`config.mk`:
```
export PLATFORM = sky130hd
export DESIGN_NAME = multi_ps2_ioadapter
export DESIGN_NICKNAME = d
export VERILOG_FILES = /design/src/rtl/multi_ps2_ioadapter.sv
export SDC_FILE = /design/constraint.sdc
export NUM_CORES = 1
export LEC_CHECK = 0
export BUFFER_PORTS_ARGS = -buffer_cell sky130_fd_sc_hd__buf_2
export CAP_MARGIN = 30
export CORE_UTILIZATION = 40
export CTS_BUF_LIST = sky130_fd_sc_hd__clkbuf_2
export DETAILED_ROUTE_END_ITERATION = 12
export GPL_TIMING_DRIVEN = 0
export PLACE_DENSITY = 0.67
export SLEW_MARGIN = 20
export SYNTH_ARGS = -nofsm -noshare
export SYNTH_HDL_FRONTEND = slang
export SYNTH_SLANG_ARGS = --single-unit
```
`constraint.sdc`:
```
create_clock -name OPB_Clk -period 2.1 [get_ports OPB_Clk]
set_input_delay 0.315 -clock OPB_Clk [delete_from_list [all_inputs] [get_ports OPB_Clk]]
set_output_delay 0.315 -clock OPB_Clk [all_outputs]
set_load 0.005 [all_outputs]
```
`src/rtl/multi_ps2_ioadapter.sv`:
```
// rtl/multi_ps2_ioadapter.sv - open-drain PS/2 pad adapter with glitch filters and clock-inhibit watchdog
module multi_ps2_ioadapter #(
  parameter int NUM_CH      = 2,
  parameter int FILTER_LEN  = 4,
  parameter int MAX_INHIBIT = 0
) (
  input  logic              OPB_Clk,
  input  logic              OPB_Rst,
  input  logic [NUM_CH-1:0] ps2_clk_I,
  output logic [NUM_CH-1:0] ps2_clk_O,
  output logic [NUM_CH-1:0] ps2_clk_T,
  input  logic [NUM_CH-1:0] ps2_data_I,
  output logic [NUM_CH-1:0] ps2_data_O,
  output logic [NUM_CH-1:0] ps2_data_T,
  input  logic [NUM_CH-1:0] ps2_clk_tx,
  input  logic [NUM_CH-1:0] ps2_d_tx,
  output logic [NUM_CH-1:0] ps2_clk_rx,
  output logic [NUM_CH-1:0] ps2_d_rx,
  output logic [NUM_CH-1:0] ps2_clk_fall,
  output logic [NUM_CH-1:0] inhibit_timeout,
  input  logic [NUM_CH-1:0] timeout_clr
);

  localparam int NL = 2 * NUM_CH;
  localparam logic [7:0]  FL_LAST = 8'(FILTER_LEN - 1);
  localparam bit          WD_EN   = (MAX_INHIBIT > 0);
  localparam logic [23:0] WD_LAST = 24'(WD_EN ? MAX_INHIBIT - 1 : 0);

  // Lines [NUM_CH-1:0] are the clocks, [NL-1:NUM_CH] the data lines.
  logic [NL-1:0] pad, s1, s2, filt;
  logic [7:0]    cnt [NL];
  logic [NUM_CH-1:0] rel;
  logic [23:0]       wcnt [NUM_CH];

  assign pad        = {ps2_data_I, ps2_clk_I};
  assign ps2_clk_O  = '0;
  assign ps2_data_O = '0;
  assign ps2_clk_rx = filt[NUM_CH-1:0];
  assign ps2_d_rx   = filt[NL-1:NUM_CH];

  always_ff @(posedge OPB_Clk or posedge OPB_Rst) begin
    if (OPB_Rst) begin
      s1           <= '1;
      s2           <= '1;
      filt         <= '1;
      ps2_clk_fall <= '0;
      for (int j = 0; j < NL; j++) cnt[j] <= '0;
    end else begin
      s1 <= pad;
      s2 <= s1;
      for (int j = 0; j < NL; j++) begin
        if (s2[j] == filt[j]) begin
          cnt[j] <= '0;
        end else if (cnt[j] == FL_LAST) begin
          filt[j] <= s2[j];
          cnt[j]  <= '0;
        end else begin
          cnt[j] <= cnt[j] + 8'd1;
        end
      end
      // Strobe coincides with the filtered clock accepting a 1->0 change.
      for (int i = 0; i < NUM_CH; i++)
        ps2_clk_fall[i] <= filt[i] & ~s2[i] & (cnt[i] == FL_LAST);
    end
  end

  always_ff @(posedge OPB_Clk or posedge OPB_Rst) begin
    if (OPB_Rst) begin
      ps2_clk_T       <= '1;
      ps2_data_T      <= '1;
      rel             <= '0;
      inhibit_timeout <= '0;
      for (int i = 0; i < NUM_CH; i++) wcnt[i] <= '0;
    end else begin
      ps2_data_T <= ~ps2_d_tx;
      for (int i = 0; i < NUM_CH; i++) begin
        ps2_clk_T[i] <= ~(ps2_clk_tx[i] & ~rel[i]);
        if (!ps2_clk_tx[i]) begin
          wcnt[i] <= '0;
          rel[i]  <= 1'b0;
        end else if (WD_EN && !rel[i]) begin
          if (wcnt[i] == WD_LAST) rel[i] <= 1'b1;
          else                    wcnt[i] <= wcnt[i] + 24'd1;
        end
        // Flag rises on the edge the watchdog actually releases the pad.
        if (rel[i] & ps2_clk_tx[i] & ~ps2_clk_T[i]) inhibit_timeout[i] <= 1'b1;
        else if (timeout_clr[i])                     inhibit_timeout[i] <= 1'b0;
      end
    end
  end

endmodule

```
==> impl_metrics.json <==
{
  "status": "completed",
  "peakVddDrop_uv": 482,
  "holdBufCountCts": 9,
  "worstRegToRegCells": 5,
  "period_needed_ns": 1.85,
  "power_frac_clock_pct": 16.3,
  "leakage_nw": 1.18,
  "dr.pass1.iters": 4,
  "syn_area_sq_um": 2250,
  "grt.total_usage_pct": 13.5,
  "ys.flop_type": "dfrtp_1",
  "drive_gt1_share_pct": 24.9,
  "regToRegStartpoint": "s2[1]$_DFF_PP1_",
  "power_w": 0.00225,
  "cts_tree": "yes",
  "p_per_area_nw_per_um2": 866,
  "cts_made_buffers": 5,
  "synthArstFlopShare_pct": 100,
  "numPortBuffers": 19,
  "place_inst": 294,
  "hold_slack_ns": 0.367,
  "hold_viol": 0,
  "path_clk_slew_ns": 0.25,
  "cp-start-kind": "register",
  "cp_slowest_cell": "dfstp_2",
  "num-fill-cells": 510,
  "grt_pass1_wl_um": 6420,
  "worstPathRequired_ns": 2.47,
  "crit_end": "filt[1]$_DFFE_PP1P_",
  "synth-edff-count": 0,
  "clockRootBuffer": "clkbuf_2",
  "ys_warn_count": 0,
  "setup.worst_path.end_class": "register",
  "cp_max_fo": 6,
  "vias": 1509,
  "yosysSeqAreaShare_pct": 56.5,
  "via_per_inst": 4.85,
  "pin_count": 28,
  "clock_latency_ns": 0.41,
  "drc_errors": 0,
  "n_antenna_cell": 0,
  "fp.dieW_um": 77.0,
  "max_freq_ghz": 0.541,
  "fp.coreArea_sq_um": 5270,
  "regArea_sq_um": 1270,
  "die-area_sq_um": 5930,
  "avgSynthCellArea_sq_um": 11.3,
  "instances_no_fill": 311,
  "hpwl_um": 2450,
  "critPathMaxStageDelay_ns": 0.58,
  "grt_pass1_vias": 1525,
  "arrival_ns": 2.22,
  "cp_top_family": "flip-flops",
  "initial_core_util_pct": 42.7,
  "syn_inst": 199,
  "cts_sinks": 50,
  "p_sw_w": 0.000753,
  "num_rows": 26,
  "startpoint": "s2[1]$_DFF_PP1_",
  "path_buf_inv": 1,
  "wirelength_um": 3410,
  "wire_per_inst_um": 11.0,
  "antenna_found_initial": 0,
  "cap_violations": 0,
  "power.share.switching_pct": 33.4,
  "seq_power_share_pct": 57.8,
  "grt_start_max_net_pins": 35,
  "ant_nets": 0,
  "final_max_slew_viol_count": 0,
  "hp-class": "input port to asynchronous set/reset pin",
  "r2r_slack_ns": 0.25,
  "cts_resized": 0,
  "cp_cell_sequence": "inv_1 > ha_1 > or4_1 > nor2_1 > mux2_2",
  "multi_input_area_sq_um": 892,
  "cts_max_path_buffers": 2,
  "cts-htree-levels": 2,
  "min_period_over_period_pct": 88.1,
  "crit_type": "register to register",
  "fin_skew_ns": 0.0273,
  "cts_setup_buffers": 0,
  "rsz0062_at_grt": "false",
  "cp.depth": 5,
  "die-height_um": 77.0,
  "yosysUniqueCellTypes": 26,
  "areaGrowthSynthToFinish_pct": 15.7,
  "dr.first_iter.drc_count": 87,
  "finalSetupViolCount": 0,
  "p_int_w": 0.00150,
  "synth-seq-cells": 50,
  "gp_congestion": 0.771,
  "grt_remaining_overflow": 0,
  "fin_util_pct": 49.4,
  "comb_power_share_pct": 25.9,
  "num-nets-final": 262,
  "r2r-end": "filt[1]$_DFFE_PP1P_"
}
## tightest hold or removal path, stage by stage
cell	delay [ns]
dlygate4sd3_1	0.53
buf_2	0.12
inv_2	0.27
## how the worst min path moves through the flow
| stage | endpoint | slack, ns | cells after the start |
|---|---|---|---|
| after floorplan | s1[0]$_DFF_PP1_ | 0.32 | 0 |
| after global routing | cnt[5]$_DFF_PP0_ | 0.36 | 3 |
| after CTS | cnt[13]$_DFF_PP0_ | 0.36 | 3 |
| after global placement | s2[3]$_DFF_PP1_ | 0.35 | 0 |
| final | cnt[5]$_DFF_PP0_ | 0.37 | 3 |
| after detailed placement | cnt[12]$_DFF_PP0_ | 0.31 | 2 |
## placed cells by master (no fill, tap or decap), types with 2 or more instances in the layout
master / Yosys / final
nand2_1: 5 / 5
nor3_1: 3 / 3
a21oi_1: 12 / 12
dfstp_2: 16 / 16
or3_1: 13 / 13
buf_4: 6 / 6
ha_1: 10 / 10
dfrtp_1: 34 / 34
inv_1: 16 / 15
clkbuf_2: 0 / 5
o41ai_4: 2 / 2
nand3_1: 16 / 16
mux2_2: 4 / 4
nor2_1: 19 / 19
or4b_4: 3 / 3
nand4_1: 4 / 4
and2_1: 3 / 3
xnor2_1: 6 / 6
o21ai_0: 12 / 12
conb_1: 1 / 6
dlygate4sd3_1: 0 / 9
xor2_1: 8 / 8
buf_2: 0 / 19
## registers in the layout, indices dropped and copies added (netlist names)
name	cells
cnt	32
ps2_clk_T	2
s1	4
ps2_clk_fall	2
s2	4
filt	4
ps2_data_T	2
## layer usage
| metal | vias to the layer above | track usage, % | share of wire, % |
|---|---|---|---|
| met3 | 7 | 3.69 | 3.1 |
| li1 | 755 | - | - |
| met2 | 19 | 22.8 | 47 |
| met1 | 728 | 16.1 | 48 |
| met5 | - | 0 | 0 |
| met4 | 0 | 5.47 | 1.5 |
## power groups by stage
stage / Combinational, W / Clock (W) / Sequential (W)
after floorplan: 0.000434 / 0 / 0.00129
after global placement: 0.000567 / 0 / 0.00131
after detailed placement: 0.000579 / 0 / 0.00132
after CTS: 0.000597 / 0.000394 / 0.00131
after global routing: 0.000669 / 0.000429 / 0.00133
final: 0.000584 / 0.000367 / 0.00130
## Yosys cell counts, types with 2 or more instances
cell / n / area [sq um]
dfrtp_1: 34 / 851
nor2_1: 19 / 71.3
dfstp_2: 16 / 420
inv_1: 16 / 60.1
nand3_1: 16 / 80.1
or3_1: 13 / 81.3
a21oi_1: 12 / 60.1
o21ai_0: 12 / 60.1
ha_1: 10 / 125
xor2_1: 8 / 70.1
buf_4: 6 / 45.0
xnor2_1: 6 / 52.6
nand2_1: 5 / 18.8
mux2_2: 4 / 45.0
nand4_1: 4 / 25.0
and2_1: 3 / 18.8
nor3_1: 3 / 15.0
or4b_4: 3 / 41.3
o41ai_4: 2 / 55.1
## cells by family after synthesis
family | synth area share, %
AND/OR/NAND/NOR | 17.2
flip-flops | 56.5
AO/OA/AOI/OAI | 8.45
buffers and inverters | 4.67
XOR/XNOR | 5.45
adder cells (fa/ha/maj) | 5.56
multiplexers | 2.00
other | 0.167
## metrics by stage
stage | setup WS (ns) | instance area [sq um] | TNS (ns)
after global routing | 0.134 | 2600 | 0
after CTS | 0.239 | 2600 | 0
after detailed placement | 0.267 | 2470 | 0
after floorplan | 0.344 | 2270 | 0
final | 0.251 | 2600 | 0
after global placement | -0.0535 | 2450 | -1.75
## final cells by class
cell class / count / area share [%]
Sequential cell: 50 / 48.8
Multi-Input combinational cell: 132 / 34.3
Timing Repair Buffer: 29 / 7.88
Tap cell: 70 / 3.37
Inverter: 16 / 2.31
Buffer: 6 / 1.73
Clock buffer: 5 / 0.962
Clock inverter: 3 / 0.625
No activity file was read; power rests on OpenSTA's default activity.
